===== src/rtl/c2h_st_sim_dsc_fifo.sv =====
// Elastic descriptor FIFO between the bypass router's simple-mode outputs and the QDMA C2H ST
// simple-bypass input. Order-preserving, flushable, with occupancy/high-water/forward counters.
module c2h_st_sim_dsc_fifo #(
  parameter int unsigned DEPTH = 16,
  parameter int unsigned CNT_W = 32
) (
  input  logic                       user_clk,
  input  logic                       user_reset,
  input  logic                       flush,

  input  logic [63:0]                in_addr,
  input  logic [10:0]                in_qid,
  input  logic                       in_error,
  input  logic [7:0]                 in_func,
  input  logic [2:0]                 in_port_id,
  input  logic                       in_vld,
  output logic                       in_rdy,

  output logic [63:0]                c2h_byp_in_st_sim_addr,
  output logic [10:0]                c2h_byp_in_st_sim_qid,
  output logic                       c2h_byp_in_st_sim_error,
  output logic [7:0]                 c2h_byp_in_st_sim_func,
  output logic [2:0]                 c2h_byp_in_st_sim_port_id,
  output logic                       c2h_byp_in_st_sim_vld,
  input  logic                       c2h_byp_in_st_sim_rdy,

  output logic [$clog2(DEPTH):0]     level,
  output logic [$clog2(DEPTH):0]     hwm,
  output logic [CNT_W-1:0]           fwd_cnt
);

  localparam int unsigned AW = $clog2(DEPTH);
  localparam int unsigned LW = AW + 1;
  localparam int unsigned PW = 87;

  logic [PW-1:0]    mem_q [DEPTH];
  logic [AW-1:0]    wr_ptr_q, wr_ptr_d;
  logic [AW-1:0]    rd_ptr_q, rd_ptr_d;
  logic [LW-1:0]    level_q, level_d;
  logic [LW-1:0]    hwm_q, hwm_d;
  logic [CNT_W-1:0] fwd_cnt_q, fwd_cnt_d;

  logic             push, pop;
  logic [PW-1:0]    wr_data, rd_data;

  // Full blocks input even when a pop lands in the same cycle: no pass-through when full.
  assign in_rdy = ~user_reset & ~flush & (level_q < LW'(DEPTH));

  // Gated by reset so no output handshake can complete while the contents are being discarded.
  assign c2h_byp_in_st_sim_vld = ~user_reset & (level_q != '0);

  assign push = in_vld & in_rdy;
  assign pop  = c2h_byp_in_st_sim_vld & c2h_byp_in_st_sim_rdy;

  assign wr_data = {in_addr, in_qid, in_error, in_func, in_port_id};
  assign rd_data = mem_q[rd_ptr_q];

  assign {c2h_byp_in_st_sim_addr, c2h_byp_in_st_sim_qid, c2h_byp_in_st_sim_error,
          c2h_byp_in_st_sim_func, c2h_byp_in_st_sim_port_id} = rd_data;

  assign level   = level_q;
  assign hwm     = hwm_q;
  assign fwd_cnt = fwd_cnt_q;

  always_comb begin
    wr_ptr_d  = wr_ptr_q;
    rd_ptr_d  = rd_ptr_q;
    level_d   = level_q;
    fwd_cnt_d = fwd_cnt_q + CNT_W'(pop);

    if (push) begin
      wr_ptr_d = wr_ptr_q + AW'(1);
    end
    if (pop) begin
      rd_ptr_d = rd_ptr_q + AW'(1);
    end

    unique case ({push, pop})
      2'b10:   level_d = level_q + LW'(1);
      2'b01:   level_d = level_q - LW'(1);
      default: level_d = level_q;
    endcase

    // A pop in the flush cycle is still a delivered descriptor, so fwd_cnt keeps it.
    if (flush) begin
      wr_ptr_d = '0;
      rd_ptr_d = '0;
      level_d  = '0;
    end

    if (flush) begin
      hwm_d = '0;
    end else if (level_d > hwm_q) begin
      hwm_d = level_d;
    end else begin
      hwm_d = hwm_q;
    end
  end

  always_ff @(posedge user_clk) begin
    if (user_reset) begin
      wr_ptr_q  <= '0;
      rd_ptr_q  <= '0;
      level_q   <= '0;
      hwm_q     <= '0;
      fwd_cnt_q <= '0;
    end else begin
      wr_ptr_q  <= wr_ptr_d;
      rd_ptr_q  <= rd_ptr_d;
      level_q   <= level_d;
      hwm_q     <= hwm_d;
      fwd_cnt_q <= fwd_cnt_d;
    end
  end

  // Storage carries no reset so it can map onto distributed RAM.
  always_ff @(posedge user_clk) begin
    if (push) begin
      mem_q[wr_ptr_q] <= wr_data;
    end
  end

endmodule


===== config.mk =====
export PLATFORM = sky130hd
export DESIGN_NAME = c2h_st_sim_dsc_fifo
export DESIGN_NICKNAME = d
export VERILOG_FILES = /design/src/rtl/c2h_st_sim_dsc_fifo.sv
export SDC_FILE = /design/constraint.sdc
export NUM_CORES = 1
export LEC_CHECK = 0
export ABC_CLOCK_PERIOD_IN_PS = 7800
export BUFFER_PORTS_ARGS = -buffer_cell sky130_fd_sc_hd__buf_4
export CAP_MARGIN = 20
export CORE_MARGIN = 2
export CORE_UTILIZATION = 55
export DETAILED_ROUTE_END_ITERATION = 8
export PLACE_DENSITY = 0.81
export RECOVER_POWER = 50
export SYNTH_ARGS = -nofsm -noshare
export SYNTH_HDL_FRONTEND = slang
export SYNTH_SLANG_ARGS = --single-unit

===== constraint.sdc =====
create_clock -name user_clk -period 7.8 [get_ports user_clk]
set_input_delay 0.78 -clock user_clk [delete_from_list [all_inputs] [get_ports user_clk]]
set_output_delay 0.78 -clock user_clk [all_outputs]
set_load 0.005 [all_outputs]

==> run summary, run 1 <==
The run finished, with violations left. The total of buffers placed on input and output ports is 222. After detailed placement, the total cell area comes to 58,030 um2.

The largest net degree at the start of global routing is 171. The number of antenna violations at the first check in global routing came out at 13. The number of remaining DRC errors is 0. In this run switching power makes up 19.19% of total power.

The worst endpoint data arrival time is 6090 ps. The number of warnings issued by yosys is 0. Using the TritonRoute via totals, the vias-per-cell ratio works out to 6.355. Once the floorplan was initialized, standard cells occupied 55.64% of the core. The largest fanout on the critical path is 62. The critical path in this run is classified as in -> reg. For the worst setup path, the data required time is 8160 ps. The pin slew with the least headroom to its limit is 1875 ps. The smallest setup slack after layout came out at 2074 ps.

Setup repair after global routing left no endpoint under its margin. The number of hold buffers added after CTS was 0. The maximum root-to-sink buffer count is 3. The first global-routing pass estimated 179.7 mm of wire. The average wire length per cell after detail routing is 30.92 um.

Clock tree synthesis selected as its root buffer the cell clkbuf_16. The total length of routed wires came out at 122.0 mm. The finished cells cover 62,270 um2. The number of clock buffers added by TritonCTS is 143.

The area enclosed by the die boundary came out at 102,300 um2. The net total in the final layout came out at 2,650. The area of the mapped netlist is 54,840 um2.

The total number of clock tree sinks came out at 1,446. The area fraction in compound gates after synthesis came out at 0.3035%. After Yosys synthesis, XOR and XNOR cells account for 0.5909% of the synthesized area.

In this run the mean area of a mapped cell was 24.47 um2. The count of different cell masters after synthesis came out at 47. The final reports fail on max-capacitance violations, max-slew violations. The post-route core utilization came out at 63.17%. The number of flops mapped to enable cells by yosys is 1,392. The iteration count of the initial detailed-routing pass came out at 5. The portion of synthesized area spent on multiplexers is 17.96%. The number of nets in the synthesized netlist is 2,348. The total design power came out at 15.49 mW.

The number of global-route vias before repair is 26,480. In this run the static leakage power is 18.78 nW. The internal power component came out at 12.52 mW. The number of instances in the synthesized netlist came out at 2,241.

In this run the worst hold path is classified as in -> reg. The total net switching power came out at 2.973 mW. The maximum clock skew at final layout is 17.64 ps. The post-synthesis sequential area ratio is 78.19%. The aggregate global-route resource usage came out at 24.37%. The clock latency on the worst-skew pair is 730 ps. The async set or reset register ratio after synthesis is 0%. TritonCTS built the clock tree. Detailed placement ended at an HPWL of 58.78 mm. The deepest level of the CTS H-tree is 4. Before CTS, the worst setup slack after placement is 2487 ps. Derived from the worst setup path, the maximum achievable clock frequency is 0.1746 GHz.

The combinational fraction of design power came out at 1.4%. The synthesis-to-finish area growth came out at 13.54%. The worst setup path is captured at a flip-flop. The share of power burned in registers is 55.1%. After clock tree synthesis, the clock-pin slew on the worst setup and hold paths is 60 ps. The final count of hold timing violations came out at 0. The site row count is 115.

The register bit count reported by yosys came out at 1,446. The antenna violation net count after detailed routing is 0. At the end of routability-driven placement, the weighted congestion stood at 0.7730.

Of the cells placed in the final design, the portion with a size suffix greater than 1 is 31.13%. The total congestion overflow after global routing came out at 0. After Yosys synthesis, and, or, nand and nor cells account for 1.362% of the synthesized area.

The worst setup path is launched from an input pin. The post-cts repair resize count came out at 0. The height of the die came out at 319.8 um.

The post-CTS setup repair buffer count is 0. The max-capacitance violation count came out at 2. The main combinational cell family by area after synthesis is multiplexers.

The final critical delay including setup and external delays came out at 5726 ps. The detailed router finished its first iteration with 2,842 violations. In this run the power density over the cells is 248.8 nW/um2. The core area is 98,560 um2. Setup violations remaining at the end of the flow were counted as 0. The total I/O pin count is 223. In the synthesized netlist the dominant register cell turns out to be edfxtp_1. The number of pins with negative max-slew slack in the final report is 60. Summing the areas of all fa, ha and maj instances in the mapped netlist gives 0.3422% of the synthesized area. The relative slew slack is -25.03%. The peak ir drop on the vdd network is 0.1516 mV. In this run, the clock network consumes 43.6% of the power.

The share of the cycle needed by the critical path after routing is 73.41%. The number of vias in the routed layout came out at 25,080. The aggregate negative setup slack is 0 ps.

The die is 319.8 um wide.
## final cells by class
type                    count  area, um2
multi-input cells         670      11390
diodes                      7      17.52
well taps                1287       1610
fillers                  6243      36300
clock buffers             175       3762
inverters                  14      52.55
flip-flops and latches   1446      42900
repair buffers            268       1712
clock inverters            80      823.3
## cells in the final DEF, fill, tap and decap left out, drive strengths merged, types with 2 or more instances in the layout
cell type,count
nor2b,5
xor2,17
or3,3
buf,135
nand4,8
mux4,435
nor3,12
nor3b,2
nand2b,3
nor4,7
or2,2
and3,5
nand3,12
xnor2,20
diode,7
inv,18
o21ai,5
a31oi,2
nor2,62
a211oi,2
edfxtp,1392
a21oi,10
mux2i,5
ha,15
clkinvlp,13
clkbuf,308
o22ai,2
and4,5
nand2,21
clkinv,48
bufinv,15
dfxtp,54
## kinds of logic (layout without fill, tap and decap cells)
logic type      after synthesis  in the layout
compound gates               27             27
xor+xnor                     37             37
fa+ha+maj                    15             15
buf+inv                     125            537
flops                      1446           1446
mux                         440            440
other cells                   0              7
simple gates                151            151
## metal layers
| layer | up-vias | track usage [%] | routed length, um | share of wire [%] |
|---|---|---|---|---|
| met5 | - | 0 | 89 | 0.073 |
| met4 | 16 | 6.488 | 2294 | 1.9 |
| met3 | 191 | 5.427 | 10230 | 8.4 |
| met2 | 1209 | 41.39 | 63810 | 52 |
| met1 | 13430 | 32.26 | 45620 | 37 |
| li1 | 10240 | - | - | - |
## per-stage QoR
| stage | instances | hold WS (ps) |
|---|---|---|
| 3_3_place_gp | 3683 | 475.2 |
| 2_1_floorplan | 2241 | 475.3 |
| 4_1_cts | 3938 | 232.3 |
| 6_report | 3947 | 280.4 |
| 5_1_grt | 3944 | 271.1 |
| 3_5_place_dp | 3683 | 489.8 |
## power by group through the flow
stage / sequential, mW / clock, mW / combinational, mW
6_report: 8.53 / 6.75 / 0.214
5_1_grt: 8.52 / 7.14 / 0.235
3_5_place_dp: 8.69 / 0 / 0.234
2_1_floorplan: 8.69 / 0 / 0.0661
4_1_cts: 8.52 / 6.85 / 0.236
3_3_place_gp: 8.69 / 0 / 0.215
## synthesized netlist by cell type, types with 2 or more instances
library cell	instances	area (um2)
a211oi_1	2	15.01
xnor2_1	20	175.2
nor2_1	62	232.7
nor4_1	6	37.54
nand4_1	7	43.79
a31oi_1	2	12.51
o22ai_1	2	12.51
xor2_1	17	148.9
buf_4	20	150.1
buf_1	7	26.28
nand3_1	12	60.06
clkbuf_1	56	210.2
dfxtp_1	54	1081
o21ai_0	5	25.02
edfxtp_1	1392	41800
nand2b_1	3	18.77
mux2i_1	5	50.05
or3_1	3	18.77
ha_1	15	187.7
nor3_1	12	60.06
inv_1	14	52.55
nor2b_1	5	31.28
nand2_1	20	75.07
and4_1	5	43.79
a21oi_1	10	50.05
mux4_2	435	9797
buf_6	17	191.4
and3_1	5	31.28
buf_2	10	50.05
## critical path, cell delays in order
cell and delay, ps:
clkbuf_1 600, or2_0 760, nor3b_1 870, nand2_1 440
nor2_1 600, clkbuf_1 1400, buf_12 530
## final timing paths
path	end	slack, ps	depth (start not counted)	from
worst min-delay path	level[1]	280	2	flush
worst min register to register	hwm[2]	500	2	hwm[2]
worst max register to register	hwm[0]	3150	16	level[2]
worst max-delay path	mem_q[8][50]	2070	7	user_reset
## state kept, by name, indices dropped and copies added, names as in the netlist, named ones only
signal / flops
mem_q: 1392
rd_ptr_q: 4
fwd_cnt: 32
hwm: 5
wr_ptr_q: 4
level: 5
Note: power is estimated with default switching activity, not from simulation.
==> inputs of run 2 (changes only) <==
--- a/config.mk
+++ b/config.mk
@@ -5,13 +5,13 @@
 export SDC_FILE = /design/constraint.sdc
 export NUM_CORES = 1
 export LEC_CHECK = 0
-export ABC_CLOCK_PERIOD_IN_PS = 7800
+export ABC_CLOCK_PERIOD_IN_PS = 5700
 export BUFFER_PORTS_ARGS = -buffer_cell sky130_fd_sc_hd__buf_4
 export CAP_MARGIN = 20
 export CORE_MARGIN = 2
-export CORE_UTILIZATION = 55
+export CORE_UTILIZATION = 61
 export DETAILED_ROUTE_END_ITERATION = 8
-export PLACE_DENSITY = 0.81
+export PLACE_DENSITY = 0.85
 export RECOVER_POWER = 50
 export SYNTH_ARGS = -nofsm -noshare
 export SYNTH_HDL_FRONTEND = slang
==> constraint.sdc (replaced) <==
create_clock -name user_clk -period 5.7 [get_ports user_clk]
set_input_delay 0.57 -clock user_clk [delete_from_list [all_inputs] [get_ports user_clk]]
set_output_delay 0.57 -clock user_clk [all_outputs]
set_load 0.005 [all_outputs]
==> run 2 against run 1 <==
  * The flow still finishes with violations (max-capacitance violations, max-slew violations)
  * Sequential share of layout area is essentially flat
  * Total power is 37% higher
  * Clock power grew 36%
  * Critical endpoint is now hwm[0]
  * Combinational power up 41%
  * First-iteration DRC count is 23% higher
==> run summary, run 2 (synthesis results as in run 1) <==
The number of remaining DRC errors is 0 (unchanged). The fill cell total of the finished layout is 4,944 (-21%). The number of vias in the routed layout came out at 25,940 (+3.4%). The final reports fail on max-capacitance violations, max-slew violations. The worst endpoint data arrival time is 5380 ps (-710 ps). The number of global-route vias before repair was 27,490 (+3.8%). The post-CTS setup repair buffer count is 0 (unchanged). The antenna violation net count after detailed routing came out at 0 (unchanged).

The area of placed instances came out at 58,140 um2 (+0.20%). The worst hold path belongs to the class in -> reg. The global placer's final weighted congestion is 0.7742 (+0.16%). The post-cts repair resize count is 0 (unchanged). The number of antenna violations at the first check in global routing is 14 (+1). The maximum root-to-sink buffer count came out at 3 (unchanged). The count of placed standard cells including taps is 3,572 (-3.0%). The achievable clock frequency came out at 0.2097 GHz. The flow ran to the end, but the final reports show violations. The pin slew with the least headroom to its limit came out at 2439 ps (+563.7 ps).

The effective utilization at floorplan came out at 61.77% (+6.1 points). The die width came out at 303.8 um (-5.0%). The slowest cell on the critical path is nor3b_1. The height of the die is 303.8 um (-5.0%). The library cell used as clock root buffer is clkbuf_16. The total number of clock tree sinks is 1,446 (unchanged).

The aggregate global-route resource usage came out at 29.02% (+4.6 points). The footprint of the flip-flops and latches came out at 42,900 um2 (unchanged). The data required time at the worst endpoint came to 6310 ps (-1850 ps).

The total clock buffers created by CTS was 141 (-1.4%). The total length of routed wires is 131.1 mm (+7.4%). The count of cells along the worst register-to-register path is 16 (unchanged). The combined area of the multi-input logic cells is 11,380 um2 (about the same). The maximum clock skew at final layout came out at 21.84 ps (+4.201 ps). The CTS tree is built. STA classifies the critical path endpoint as a flip-flop. The max-capacitance violation count is 2 (unchanged). The net total in the final layout was 2,657 (+0.26%). The synthesis-to-finish area growth came out at 13.48% (about the same). The deepest level of the CTS H-tree came out at 4 (unchanged). The flip-flop count of the largest register, all copies and words added is 1,392 (unchanged).

The number of pins with negative max-slew slack in the final report is 112 (+87%). Setup repair after global routing left no endpoint under its margin. The worst path uses 83.65% of the clock period. The first-iteration detailed-routing DRC count is 3,486 (+23%). The peak ir drop on the vdd network is 0.3085 mV (+100%). The hold buffer count at CTS is 0 (unchanged).

The clock latency on the worst-skew pair is 750 ps (+20 ps). The count of cells along the worst hold path was 2 (unchanged). The total power divided by cell area came to 339.8 nW/um2 (+37%). The sort of element at the start of the critical path is an input pin.

The placed wire-length estimate after detailed placement is 62.30 mm (+6.0%). The worst hold-check slack is 51.72 ps (-228.7 ps). For the finished layout, the period the worst path requires is 4768 ps. The iteration count of the initial detailed-routing pass came out at 7 (+2).

The total I/O pin count came out at 223 (unchanged). The site row count came out at 109 (-5.2%). The critical path is of the in -> reg type. The average wire length per cell after detail routing came out at 34.24 um (+11%).

Leaving out fill and tap cells, the most frequent cell in the layout is edfxtp_1. The cell count along the critical path was 18 (+11). The largest stage delay on the critical path is 890 ps (-510 ps). The total design power is 21.15 mW (+37%). The core area came out at 88,780 um2 (-9.9%).

The total of buffers placed on input and output ports was 222 (unchanged). Traced cell by cell, the critical path runs through buf_4, or2_1, nor3b_1, inv_1, ha_1, xor2_1, ha_1, nor2b_1, o32a_1, a31oi_1, xnor2_1, nor2_1, ha_1, nand2_1, o22ai_1, a21oi_1, mux2i_1, nor2_1. Counting flops per register, the top entry is mem_q. The fraction of layout instances using a drive strength above 1 is 30.92% (-0.22 points). The aggregate negative setup slack is 0 ps (unchanged). In this design, the largest share of critical-path delay is due to simple AND/OR/NAND/NOR gates.

The cell repeated most along the worst path is ha_1. The final count of hold timing violations is 0 (unchanged). The global-route wire length before repair came to 191.3 mm (+6.5%). The final cell count without fillers is 3,830 (-3.0%). The area enclosed by the die boundary came out at 92,310 um2 (-9.7%). The largest fanout on the critical path came out at 38 (-39%). The total congestion overflow after global routing came out at 0 (unchanged). The design area came out at 62,230 um2 (about the same). The worst hold path begins at flush.

The final setup violation count is 0 (unchanged). The critical path starts at user_reset. In the layout the commonest cells are edfxtp_1 (1,392), mux4_2 (435), clkbuf_16 (143). The relative slew slack is -62.61% (-38 points).

The detailed-route vias per instance is 6.772 (+6.6%). The startpoint of the lowest-slack register-to-register path is level[4]. The largest net degree at the start of global routing is 69 (-60%). The leakage power total came out at 18.85 nW (+0.37%). The clock transition at the register clock pins on the worst setup and hold paths after CTS is 60 ps (about the same).

The buffer and inverter count on the worst path came out at 2 (-1).
==> run 2: changes by cell type in the layout (fill, tap and decap cells not counted), sizes merged <==
cell      previous run  this run
clkinvlp            13         3
clkbuf             308       304
diode                7         3
buf                135       143
bufinv              15        10
inv                 18        24
clkinv              48        62
==> run 2: per-layer routing <==
layer  global-route usage, %  vias up  routed length (um)  share of wire [%]
met3                   6.386      273               12680                9.7
met4                   8.782       20                3332                2.5
met2                   48.88     1631               68500                 52
met5                       0        -                 131               0.10
li1                        -    10240                   -                  -
met1                   38.66    13770               46480                 35
==> run 2: where the power goes <==
part	internal (mW)	switching, mW	total (mW)
clock network	5.12	4.05	9.18
registers	11.7	0.0100	11.7
logic	0.0901	0.211	0.301
==> run 2: path summary, 6_finish.rpt <==
path | slack (ps) | endpoint
setup reg to reg | 1190 | hwm[0]
hold / removal | 50 | level[1]
hold reg to reg | 540 | fwd_cnt[13]
setup / recovery | 930 | hwm[0]
==> run 2: metrics by stage <==
step / utilization, % / worst slack [ps]
4_1_cts: 70.58 / 1303
6_report: 70.10 / 931.9
2_1_floorplan: - / -177.6
5_1_grt: 70.09 / 555.6
3_3_place_gp: 65.49 / 782.7
3_5_place_dp: 65.49 / 588.2
==> run 2: area by class of cell <==
class / count / area share [%]
diodes: 3 / 0.01206
clock buffers: 170 / 5.913
clock inverters: 85 / 1.347
inverters: 14 / 0.08444
multi-input cells: 670 / 18.29
flip-flops and latches: 1446 / 68.93
well taps: 1165 / 2.342
repair buffers: 277 / 3.080
